File: config.mk
export PLATFORM = sky130hd
export DESIGN_NAME = bbox_tracker
export DESIGN_NICKNAME = d
export VERILOG_FILES = /design/src/rtl/bbox_tracker.sv
export SDC_FILE = /design/constraint.sdc
export NUM_CORES = 1
export LEC_CHECK = 0
export BUFFER_PORTS_ARGS = -buffer_cell sky130_fd_sc_hd__clkbuf_2
export CAP_MARGIN = 20
export CORE_MARGIN = 4
export CORE_UTILIZATION = 57
export DETAILED_ROUTE_END_ITERATION = 10
export PLACE_DENSITY = 0.77
export SLEW_MARGIN = 20
export SYNTH_ARGS = -nofsm -noshare
export SYNTH_HDL_FRONTEND = slang
export SYNTH_SLANG_ARGS = --single-unit
export TNS_END_PERCENT = 20
File: constraint.sdc
create_clock -name clk -period 4.55 [get_ports clk]
set_input_delay 0 -clock clk [delete_from_list [all_inputs] [get_ports clk]]
set_output_delay 0 -clock clk [all_outputs]
set_load 0.02 [all_outputs]
File: src/rtl/bbox_tracker.sv
// bbox_tracker: colour-keyed bounding-box finder over one video frame.
// Accumulates min/max X/Y of key-matching pixels during a frame and
// publishes the box two clocks after frame_end for the overlay stage.
module bbox_tracker #(
  parameter int unsigned X_OFS      = 320,
  parameter int unsigned Y_OFS      = 45,
  parameter int unsigned ACT_W      = 640,
  parameter int unsigned ACT_H      = 480,
  parameter logic [4:0]  R_MIN      = 5'd20,
  parameter logic [5:0]  G_MAX      = 6'd24,
  parameter logic [4:0]  B_MAX      = 5'd12,
  parameter int unsigned MIN_PIXELS = 16
) (
  input  logic        clk,
  input  logic        reset,
  input  logic [19:0] dot,
  input  logic [19:0] y_count_in,
  input  logic        pix_valid,
  input  logic [15:0] pix_rgb,
  input  logic        frame_start,
  input  logic        frame_end,
  output logic [10:0] x1,
  output logic [10:0] y1,
  output logic [10:0] x2,
  output logic [10:0] y2,
  output logic        box_valid,
  output logic [19:0] match_count,
  output logic        frame_done
);

  localparam int unsigned CW    = 11;
  localparam int unsigned CNT_W = 20;

  localparam logic [1:0] ST_IDLE  = 2'd0;
  localparam logic [1:0] ST_ACCUM = 2'd1;
  localparam logic [1:0] ST_LATCH = 2'd2;

  logic [1:0]       state_q, state_d;
  logic [CW-1:0]    min_x_q, min_x_d, max_x_q, max_x_d;
  logic [CW-1:0]    min_y_q, min_y_d, max_y_q, max_y_d;
  logic [CNT_W-1:0] cnt_q, cnt_d;
  logic [CW-1:0]    snap_min_x_q, snap_min_x_d, snap_max_x_q, snap_max_x_d;
  logic [CW-1:0]    snap_min_y_q, snap_min_y_d, snap_max_y_q, snap_max_y_d;
  logic [CNT_W-1:0] snap_cnt_q, snap_cnt_d;
  logic             pend_q, pend_d;
  logic             acc_en, acc_clr;

  logic [CW-1:0]    x_c, y_c;
  logic             in_win_c, colour_c, hit_c;
  logic             unused_c;

  // Upper counter bits carry no position information in this frame.
  assign unused_c = ^{dot[19:11], y_count_in[19:11]};

  // Active-window coordinates; underflow wraps high and falls outside.
  assign x_c      = dot[10:0] - CW'(X_OFS);
  assign y_c      = y_count_in[10:0] - CW'(Y_OFS);
  assign in_win_c = (x_c < CW'(ACT_W)) && (y_c < CW'(ACT_H));
  assign colour_c = (pix_rgb[15:11] >= R_MIN) && (pix_rgb[10:5] <= G_MAX)
                    && (pix_rgb[4:0] <= B_MAX);
  assign hit_c    = pix_valid && in_win_c && colour_c;

  // Next-state, accumulator update and frame snapshot.
  always_comb begin
    state_d      = state_q;
    min_x_d      = min_x_q;
    max_x_d      = max_x_q;
    min_y_d      = min_y_q;
    max_y_d      = max_y_q;
    cnt_d        = cnt_q;
    snap_min_x_d = snap_min_x_q;
    snap_max_x_d = snap_max_x_q;
    snap_min_y_d = snap_min_y_q;
    snap_max_y_d = snap_max_y_q;
    snap_cnt_d   = snap_cnt_q;
    pend_d       = 1'b0;
    acc_en       = 1'b0;
    acc_clr      = 1'b0;

    case (state_q)
      ST_IDLE: begin
        if (frame_start) begin
          state_d = ST_ACCUM;
          acc_clr = 1'b1;
        end
      end
      ST_ACCUM: begin
        acc_en = 1'b1;
        if (frame_end) begin
          state_d = ST_LATCH;
        end else if (frame_start) begin
          acc_clr = 1'b1;
        end
      end
      ST_LATCH: begin
        state_d      = ST_ACCUM;
        acc_clr      = 1'b1;
        pend_d       = 1'b1;
        snap_min_x_d = min_x_q;
        snap_max_x_d = max_x_q;
        snap_min_y_d = min_y_q;
        snap_max_y_d = max_y_q;
        snap_cnt_d   = cnt_q;
      end
      default: begin
        state_d = ST_IDLE;
        acc_clr = 1'b1;
      end
    endcase

    if (acc_clr) begin
      min_x_d = {CW{1'b1}};
      max_x_d = '0;
      min_y_d = {CW{1'b1}};
      max_y_d = '0;
      cnt_d   = '0;
    end

    // A hit on a restart cycle lands in the freshly cleared frame.
    if (acc_en && hit_c) begin
      if (x_c < min_x_d) min_x_d = x_c;
      if (x_c > max_x_d) max_x_d = x_c;
      if (y_c < min_y_d) min_y_d = y_c;
      if (y_c > max_y_d) max_y_d = y_c;
      if (cnt_d != {CNT_W{1'b1}}) cnt_d = cnt_d + CNT_W'(1);
    end
  end

  // State, accumulator and snapshot registers.
  always_ff @(posedge clk) begin
    if (reset) begin
      state_q      <= ST_IDLE;
      min_x_q      <= {CW{1'b1}};
      max_x_q      <= '0;
      min_y_q      <= {CW{1'b1}};
      max_y_q      <= '0;
      cnt_q        <= '0;
      snap_min_x_q <= '0;
      snap_max_x_q <= '0;
      snap_min_y_q <= '0;
      snap_max_y_q <= '0;
      snap_cnt_q   <= '0;
      pend_q       <= 1'b0;
    end else begin
      state_q      <= state_d;
      min_x_q      <= min_x_d;
      max_x_q      <= max_x_d;
      min_y_q      <= min_y_d;
      max_y_q      <= max_y_d;
      cnt_q        <= cnt_d;
      snap_min_x_q <= snap_min_x_d;
      snap_max_x_q <= snap_max_x_d;
      snap_min_y_q <= snap_min_y_d;
      snap_max_y_q <= snap_max_y_d;
      snap_cnt_q   <= snap_cnt_d;
      pend_q       <= pend_d;
    end
  end

  // Published outputs; box coordinates only move on a valid frame.
  always_ff @(posedge clk) begin
    if (reset) begin
      x1          <= '0;
      y1          <= '0;
      x2          <= '0;
      y2          <= '0;
      box_valid   <= 1'b0;
      match_count <= '0;
      frame_done  <= 1'b0;
    end else begin
      frame_done <= pend_q;
      if (pend_q) begin
        match_count <= snap_cnt_q;
        if (snap_cnt_q >= CNT_W'(MIN_PIXELS)) begin
          box_valid <= 1'b1;
          x1        <= snap_min_x_q;
          y1        <= snap_min_y_q;
          x2        <= snap_max_x_q;
          y2        <= snap_max_y_q;
        end else begin
          box_valid <= 1'b0;
        end
      end
    end
  end

endmodule

# ---- Word-level counts from Yosys, hierarchy flattened
# Index checks and enable logic that the tools add are counted.
dict set report word_totals {
  ff_bits 197
  input_bits 61
  out_inout_bits 66
}
dict set report op_classes {
  reduce_logical 9
  n_lt_le_gt_ge 10
  add_sub_neg 3
  eq_ne 5
  mux 24
}
# cell count
set op_table {}
lappend op_table {{$mux 11} 12}
lappend op_table {{$mux 20} 3}
lappend op_table {{$gt 11x11->1} 2}
lappend op_table {{$lt 11x11->1} 2}
lappend op_table {{$add 20x1->20 const B} 1}
lappend op_table {{$ge 20x5->1 const B} 1}
lappend op_table {{$ne 20x20->1 const B} 1}
lappend op_table {{$lt 11x10->1 const B} 1}
lappend op_table {{$lt 11x9->1 const B} 1}
lappend op_table {{$sub 11x6->11 const B} 1}
lappend op_table {{$sub 11x9->11 const B} 1}
lappend op_table {{$le 6x5->1 const B} 1}
lappend op_table {{$logic_and 1x1->1} 6}
lappend op_table {{$pmux 2 s3} 1}
lappend op_table {{$ge 5x5->1 const B} 1}
lappend op_table {{$le 5x4->1 const B} 1}
lappend op_table {{$mux 1} 5}
lappend op_table {{$mux 2} 2}
lappend op_table {{$ne 2x2->1 const B} 2}
lappend op_table {{$reduce_and 2->1} 2}
lappend op_table {{$eq 2x1->1 const B} 1}
lappend op_table {{$eq 2x2->1 const B} 1}
lappend op_table {{$logic_not 2->1} 1}
lappend op_table {{$pmux 1 s2} 1}

# ---- Logic depth before layout (Yosys ltp)
# Gate-level depths: netlist of the first run.
dict set report depth {
  word_depth 7
  ltp_mapped 15
  mapped_depth_nobuf 13
}

# ---- Worst setup path after synthesis of the first run
# OpenSTA, ideal clock, no wires.
dict set report synth_timing {
  path_type {reg2reg}
  startpoint {register state_q[0]}
  endpoint {register min_y_q[0]}
  slack_ns 1.128
  stages_incl_launch_ff 16
  t_required_ns 4.478
  n_path_buf 4
  setup_ns 0.072
  t_arrival_ns 3.351
  path_cell_list {dfxtp_1 > a21boi_1 > or2_2 > clkbuf_1 > buf_1 > buf_1 > nor2_1 > ha_1 > o21a_1 > o211ai_1 > nor3_1 > a2111oi_0 > nor4_1 > nor4_2 > buf_4 > mux2i_1}
}
dict set report synth_between {
  elab_chain_cells 6
  word_cells_on_any_way 9
  classes_between {order compare (1); eq/ne (1); mux (5); reduce/logical (2)}
}
# element line
set synth_lines {}
lappend synth_lines {{start: declaration} 38} ;# logic [1:0] state_q, state_d;
lappend synth_lines {{start signal: assignment} 145} ;# state_q <= state_d;
lappend synth_lines {{$eq 2x1->1 / $logic_not 2->1 (equally long branches)} 80} ;# case (state_q)
lappend synth_lines {{$pmux 1 s2} 80}
lappend synth_lines {{$mux 11} 111} ;# if (acc_clr) begin
lappend synth_lines {{$lt 11x11->1} 123} ;# if (y_c < min_y_d) min_y_d = y_c;
lappend synth_lines {{$mux 11} 123}
lappend synth_lines {{$mux 11 *} 120} ;# if (acc_en && hit_c) begin
lappend synth_lines {{end signal: assignment} 135} ;# min_y_q <= {CW{1'b1}};
lappend synth_lines {{end signal: assignment} 148} ;# min_y_q <= min_y_d;
lappend synth_lines {{end: declaration} 40} ;# logic [CW-1:0] min_y_q, min_y_d, max_y_q, max_y_d;
# Every way passes the cells marked *; elsewhere a longest branch is shown, timed or not.
# A chain may end at the register's enable or synchronous reset.

# ---- Worst setup path in the final report of the first run
dict set report layout_timing {
  startpoint {register state_q[0]}
  endpoint {register max_x_q[8]}
}
dict set report layout_between {
  elab_chain_cells 6
  word_cells_on_any_way 9
  classes_between {order compare (1); eq/ne (1); mux (5); reduce/logical (2)}
}
# element line
set layout_lines {}
lappend layout_lines {{$eq 2x1->1 / $logic_not 2->1 (equally long branches)} 80}
lappend layout_lines {{$pmux 1 s2} 80}
lappend layout_lines {{$mux 11} 111}
lappend layout_lines {{$gt 11x11->1} 122} ;# if (x_c > max_x_d) max_x_d = x_c;
lappend layout_lines {{$mux 11} 122}
lappend layout_lines {{$mux 11 *} 120}
lappend layout_lines {{end signal: assignment} 147} ;# max_x_q <= max_x_d;
lappend layout_lines {{end: declaration} 39} ;# logic [CW-1:0] min_x_q, min_x_d, max_x_q, max_x_d;
# Marks and branches as above.

==> out/results.tsv, run 1 <==
stage	metric	value	unit
timing	endpoints failing setup	0	
global_routing	total track usage	0.240	
global_routing	Most Crowded Layer GR	met2	
power	Net Sw Power	810	uW
critical_path	critical path type	flip-flop to flip-flop	
critical_path	r2r startpoint	state_q[0]	
global_routing	gr ovfl total	0	
critical_path	CP startpoint kind	flip-flop	
global_routing	met3 usage	0.0378	
power	clock power share	0.428	
clock_network	cts hold-fix bufs	12	
clock_network	TritonCTS clock tree	yes	
critical_path	Crit Path Max Fanout	20	
power	Switching Fraction	0.232	
logic_synthesis	Post-synth EDFFs	0	
timing	post-route setup TNS	0	ns
timing	worst-margin pin slew	0.959	ns
detailed_routing	DR iter-0 viols	623	
critical_path	reg2reg end	max_x_q[8]	
floorplan	area of the die	17500	sq um
placed_design	Port-buffer cells	106	
placed_design	final RePlAce weighted congestion	0.890	
logic_synthesis	FFs w/ async S/R, synth	0	
finish	number of inserted diodes	0	
timing	Setup WS post-layout	1.02	ns
detailed_routing	DR vias/cell	5.59	
power	Comb power frac	0.074	
critical_path	CP Capture Point	max_x_q[8]	
logic_synthesis	Yosys Warn Count	0	
floorplan	number of I/O pins	127	
clock_network	CTS clk-pin slew, worst paths	0.07	ns
floorplan	DIE WIDTH	132	um
flow_run	number of max-cap violations	0	
finish	area grow syn2layout	15.8	%
logic_synthesis	Synthesized Nets	1178	
power	Peak VDD IR	290	uV
global_routing	met2 Use GR	0.361	
clock_network	clk sink count	197	
timing	RSZ-0062 raised after global routing	no	
critical_path	slack of the worst reg-to-reg path	1.02	ns
critical_path	Critical Path Slowest Stage Cell	nand4b_1	
power	pwr dens	343	nW/um^2
finish	share of layout cells above drive strength 1	0.151	
critical_path	max incr delay on CP	0.61	ns
detailed_routing	Routed Antenna Nets	0	
power	internal power	2680	uW
critical_path	Req. time, crit path	4.87	ns
critical_path	crit path launch	state_q[0]	
finish	biggest regs	cnt_q (20), match_count (20), snap_cnt_q (20)	
power	sequential power share	0.498	
floorplan	Rows	45	
detailed_routing	# DRC	0	
placed_design	half-perimeter wire length after placement	13900	um
logic_synthesis	Synth area leaders	dfxtp_1 45%, nand2_1 11%, a21oi_1 7.5%	
logic_synthesis	Cell variety after synth	58	
status	run status	complete, no violations	
power	Lkg Pwr	0.00378	uW
clock_network	Worst-Skew Late Latency	0.44	ns
global_routing	vias in the first global route	6955	
detailed_routing	DRT Pass-1 Iters	5	
min_path	min-delay worst type	input pin to flip-flop	
clock_network	CTS root buf	clkbuf_16	
logic_synthesis	post-synth top area cell	dfxtp_1	
critical_path	CP endpoint kind	flip-flop	
detailed_routing	DR vias	7630	
placed_design	Post-Place Worst Slack	1.09	ns
detailed_routing	Routed WL per cell	15.2	um
logic_synthesis	Main synth FF type	dfxtp_1	
critical_path	CP arrival	3.85	ns
critical_path	crit path cell chain	a21boi_1 -> nor2_2 -> buf_4 -> nand2_1 -> ha_1 -> a2111oi_0 -> o21ai_0 -> a221oi_1 -> nand4b_1 -> nor3b_1 -> a31o_2	
clock_network	setup bufs post-CTS	0	
floorplan	Die Ht	132	um
timing	Max-slew headroom	0.361	
floorplan	core area	15100	sq um
global_routing	antenna violations before repair	0	
clock_network	CTS Buf Count	17	
critical_path	FF-to-FF path depth	11	
floorplan	Initial Util	0.581	
global_routing	met1 usage	0.356	
logic_synthesis	Gate Count Post-Synth	1076	
clock_network	post_cts resized	0	
detailed_routing	final WL	20800	um
global_routing	first-pass GRT wire length	34800	um
clock_network	H-tree depth	4	
logic_synthesis	Seq/Total Area, Yosys	0.449	
finish	post-layout net count	1268	
logic_synthesis	mean post-synth cell area	8.17	sq um
clock_network	Max Buffers Root-to-Sink	2	
logic_synthesis	post-synth top area share	0.449	
timing	part of the cycle the worst path needs	0.775	
global_routing	pin count of the biggest net entering global routing	98	
logic_synthesis	post-synthesis cell area	8790	sq um
timing	Tmin final	3.53	ns
timing	Fin Clk Skew	0.0102	ns
timing	final hold violations	0	
timing	Slew Viols, Final	0	
logic_synthesis	FF+latch count, synth	197	
timing	Max Fclk	0.284	GHz
==> cells in the mapped netlist, types with 5 or more instances <==
library cell    n
clkbuf_1       55
nor2_1        103
ha_1           41
or3_1           9
mux2i_1        48
a21o_1          6
nand4_1        13
nor4_1          8
or4_1           7
nand2_1       265
dfxtp_1       197
o31ai_1         9
xnor2_1        14
nor3_1         10
buf_1           7
nor3b_1         6
nand3_1        21
nand2b_1       12
inv_1          19
o211ai_1        7
o21ai_0        18
and2_1          6
or2_2           5
a21oi_1       131
==> metrics by stage <==
step	instances	util	instance area, sq um	total power (uW)	hold slack (ns)
5_1_grt	1366	0.672	10200	3610	0.0974
3_5_place_dp	1322	0.624	9450	2020	0.259
4_1_cts	1365	0.671	10200	3510	0.0562
6_report	1366	0.672	10200	3490	0.0678
2_1_floorplan	1076	-	8790	1940	0.107
3_3_place_gp	1322	0.624	9450	2020	0.250
==> cells by family (layout without fill, tap and decap cells) <==
| group | Yosys count | in the layout | share of synthesized area |
|---|---|---|---|
| multiplexers | 50 | 50 | 0.0572 |
| adder cells (fa/ha/maj) | 42 | 42 | 0.0595 |
| AO/OA/AOI/OAI | 201 | 201 | 0.135 |
| XOR/XNOR | 19 | 19 | 0.0198 |
| buffers and inverters | 84 | 186 | 0.0371 |
| AND/OR/NAND/NOR | 483 | 483 | 0.243 |
| flip-flops | 197 | 197 | 0.449 |
==> power groups by stage <==
stage | Sequential (uW) | Combinational, uW | Clock, uW
after CTS | 1740 | 254 | 1520
after global placement | 1780 | 239 | 0
after global routing | 1740 | 288 | 1580
after detailed placement | 1780 | 243 | 0
final | 1740 | 257 | 1490
after floorplan | 1780 | 164 | 0
==> how the worst min path moves through the flow <==
stage                       start          to  slack, ns  depth (start not counted)
detailed placement         dot[6]  max_x_q[6]       0.26                          2
finish              y_count_in[1]  max_y_q[1]       0.07                          5
floorplan                  dot[6]  max_x_q[6]       0.11                          1
global route        y_count_in[1]  max_y_q[1]        0.1                          5
global placement           dot[6]  max_x_q[6]       0.25                          2
CTS                 y_count_in[1]  max_y_q[1]       0.06                          5
==> cells in the final DEF (no fill, tap or decap), types with 8 or more instances in the layout <==
| cell | count |
|---|---|
| xnor2_1 | 14 |
| clkbuf_2 | 105 |
| o31ai_1 | 9 |
| dfxtp_1 | 197 |
| nor3_1 | 10 |
| ha_1 | 41 |
| inv_1 | 19 |
| nor4_1 | 8 |
| nand2_1 | 265 |
| nand2b_1 | 11 |
| o21ai_0 | 18 |
| or3_1 | 8 |
| dlygate4sd3_1 | 12 |
| nor2_1 | 102 |
| a21oi_1 | 131 |
| mux2i_1 | 48 |
| nand4_1 | 13 |
| nand3_1 | 21 |
| buf_4 | 18 |
| clkbuf_16 | 17 |
==> routing by layer <==
layer | vias up | part of all wire
li1 | 3853 | -
met1 | 3542 | 0.49
met2 | 220 | 0.44
met3 | 15 | 0.056
met4 | 0 | 0.012
met5 | - | 0
==> area by class of cell <==
type                    instances  area [sq um]
well taps                     188           235
repair buffers                136           801
inverters                      19          71.3
flip-flops and latches        197          3940
multi-input cells             795          4540
fillers                      1242          4970
clock buffers                  21           470
clock inverters                10           121
==> critical path, delay by kind of cell (launching register included) <==
family	cells	cell delay, ns
AOI/OAI and AO/OA	5	1.70
and+or+nand+nor	4	0.90
DFF	1	0.37
buffers and inverters	1	0.19
adders and majority gates	1	0.25
Note: power is estimated with default switching activity, not from simulation.
==> run 2: changes to the inputs <==
==> constraint.sdc (replaced) <==
create_clock -name clk -period 3.41 [get_ports clk]
set_input_delay 0 -clock clk [delete_from_list [all_inputs] [get_ports clk]]
set_output_delay 0 -clock clk [all_outputs]
set_load 0.02 [all_outputs]
==> run 2 against run 1 <==
Power is 30% higher. Clock skew shrank 0.0020 ns. Global-route usage shrank 0.27 points. Final area is 0.28% higher. Routed wire length up 0.16%. Clock-buffer cell count up 2. Clock power is 26% higher. Utilization is 0.19 points higher. Setup slack lost 0.74 ns. Critical path depth stayed put. Die area is the same. Sequential power up 33%. Critical path type unchanged. Largest power group unchanged.
==> out/results.tsv, run 2 (synthesis gave the netlist of run 1 again) <==
stage	metric	value	unit	change
global_routing	pin count of the biggest net entering global routing	107		+9.2%
finish	share of layout cells above drive strength 1	0.154		+0.00307
detailed_routing	DRT Pass-1 Iters	5		unchanged
timing	final hold violations	0		unchanged
detailed_routing	Routed Antenna Nets	0		unchanged
timing	part of the cycle the worst path needs	0.918		+0.143
finish	number of inserted diodes	0		unchanged
floorplan	Initial Util	0.581		unchanged
critical_path	Req. time, crit path	3.77	ns	-1.10 ns
detailed_routing	# DRC	0		unchanged
critical_path	CP startpoint kind	flip-flop		
critical_path	crit-path most repeated cell	nand3_1		
timing	Max Fclk	0.320	GHz	+13%
finish	post-layout net count	1278		+0.79%
finish	footprint of the multi-input gates	4540	sq um	about the same
critical_path	crit path cell chain	a21boi_1 -> nor2_2 -> and2_1 -> ha_1 -> nand3_1 -> nor3_2 -> nand3_1 -> or4_1 -> and3_1 -> a31o_2 -> a21oi_1		
detailed_routing	routed wl met3	1300	um	+12%
floorplan	DIE WIDTH	132	um	unchanged
detailed_routing	highest metal used	met4		
timing	Slew Viols, Final	0		unchanged
global_routing	gr ovfl total	0		unchanged
critical_path	CP endpoint kind	flip-flop		
detailed_routing	DR iter-0 viols	591		-5.1%
timing	worst-margin pin slew	1.08	ns	+0.122 ns
finish	final core occ	0.674		+0.00190
critical_path	r2r startpoint	state_q[0]		
finish	most common cell after layout, fill and taps aside	nand2_1		
clock_network	Worst-Skew Late Latency	0.43	ns	about the same
placed_design	DP Area	9540	sq um	+0.99%
timing	RSZ-0062 raised after global routing	yes		
timing	Max-slew headroom	0.280		-0.0811
finish	area grow syn2layout	16.1	%	
global_routing	vias in the first global route	6988		+0.47%
timing	Fin Clk Skew	0.00821	ns	-0.00201 ns
timing	endpoints failing setup	0		unchanged
min_path	min-delay worst type	input pin to flip-flop		
global_routing	total track usage	0.237		-0.00267
critical_path	CP arrival	3.49	ns	-0.36 ns
placed_design	half-perimeter wire length after placement	14400	um	+3.0%
detailed_routing	met2 wire length	8930	um	-2.8%
critical_path	max incr delay on CP	0.68	ns	+0.07 ns
clock_network	TritonCTS clock tree	yes		
floorplan	Die Ht	132	um	unchanged
placed_design	final RePlAce weighted congestion	0.889		-0.18%
detailed_routing	DR vias	7792		+2.1%
placed_design	Post-Place Worst Slack	0.284	ns	-0.807 ns
floorplan	Rows	45		unchanged
floorplan	number of I/O pins	127		unchanged
power	Peak VDD IR	378	uV	+30%
floorplan	core area	15100	sq um	unchanged
detailed_routing	wire length on met1	10300	um	+1.0%
finish	final instance area	10200	sq um	+0.28%
detailed_routing	DR vias/cell	5.67		+1.5%
power	pwr dens	445	nW/um^2	+30%
critical_path	Critical Path Slowest Stage Cell	or4_1		
timing	Setup WS post-layout	0.280	ns	-0.742 ns
critical_path	Crit Path Max Fanout	8		-60%
power	Lkg Pwr	0.00380	uW	+0.51%
clock_network	CTS Buf Count	17		unchanged
clock_network	CTS clk-pin slew, worst paths	0.07	ns	about the same
detailed_routing	Routed WL per cell	15.2	um	-0.50%
flow_run	number of max-cap violations	0		unchanged
status	run status	complete, no violations		
clock_network	H-tree depth	4		unchanged
finish	Reg area	3940	sq um	unchanged
min_path	min-delay src	reset		
critical_path	crit path launch	state_q[0]		
critical_path	Worst Path Buf+Inv	0		-1
finish	Fillers	1286		+3.5%
detailed_routing	final WL	20800	um	+0.16%
placed_design	Port-buffer cells	106		unchanged
clock_network	clk sink count	197		unchanged
clock_network	CTS root buf	clkbuf_16		
critical_path	critical path type	flip-flop to flip-flop		
timing	Hold Slack	0.0528	ns	-0.0150 ns
global_routing	first-pass GRT wire length	34500	um	-0.75%
clock_network	setup bufs post-CTS	0		unchanged
finish	biggest regs	cnt_q (20), match_count (20), snap_cnt_q (20)		
floorplan	area of the die	17500	sq um	unchanged
critical_path	Top Family by Delay on Critical Path	simple AND/OR/NAND/NOR gates		
global_routing	antenna violations before repair	0		unchanged
timing	Tmin final	3.13	ns	-0.398 ns
clock_network	Max Buffers Root-to-Sink	2		unchanged
finish	commonest cells after routing, fill and taps aside	265 x nand2_1, 197 x dfxtp_1, 131 x a21oi_1, 105 x clkbuf_2, 102 x nor2_1		
-- run 2: cell types whose count changed in the layout (fill, tap and decap cells not counted), sizes merged --
| cell | before | now |
|---|---|---|
| buf | 19 | 29 |
| bufinv | 2 | 1 |
| clkbuf | 126 | 128 |
| clkinv | 5 | 2 |
| clkinvlp | 1 | 2 |
-- run 2: layout make-up --
| class | count | area share |
|---|---|---|
| Multi-Input combinational cell | 795 | 0.445 |
| Sequential cell | 197 | 0.386 |
| Timing Repair Buffer | 146 | 0.0862 |
| Clock buffer | 23 | 0.0458 |
| Tap cell | 188 | 0.0230 |
| Clock inverter | 7 | 0.00711 |
| Inverter | 19 | 0.00699 |
-- run 2: routing by layer --
layer,up-vias,global-route usage
li1,3867,-
met1,3661,0.350
met2,236,0.353
met3,28,0.0489
met4,0,0.0670
met5,-,0
-- run 2: tightest hold or removal path: stages --
cell and delay [ns]:
buf_4 0.12, nor2_1 0.14, nand3_1 0.11, o21ai_0 0.06
-- run 2: power breakdown --
group	internal [uW]	total, uW	switching (uW)	leakage [uW]
combinational	133	355	221	0.00195
sequential	2310	2320	8.71	0.00159
clock	1040	1870	831	0.000260
-- run 2: path summary, 6_finish.rpt --
| kind | to | slack, ns | cells past startpoint |
|---|---|---|---|
| worst min-delay path | max_x_q[2] | 0.05 | 4 |
| worst max register to register | cnt_q[8] | 0.28 | 11 |
| worst min register to register | x2[8] | 0.45 | 2 |
| worst max-delay path | cnt_q[8] | 0.28 | 11 |
-- run 2: metrics by stage --
step | total power, uW | instances | setup TNS (ns)
3_5_place_dp | 2710 | 1333 | 0
6_report | 4550 | 1375 | 0
3_3_place_gp | 2700 | 1333 | 0
4_1_cts | 4570 | 1375 | 0
5_1_grt | 4710 | 1375 | -0.00312
2_1_floorplan | 2590 | 1076 | 0
-- run 2: what timing repair did --
action                                  in CTS  in global routing
endpoints found under the hold margin       17                  0
resized for setup                            0                  2
hold buffers                                12                  0
endpoints found under the setup margin       0                  9
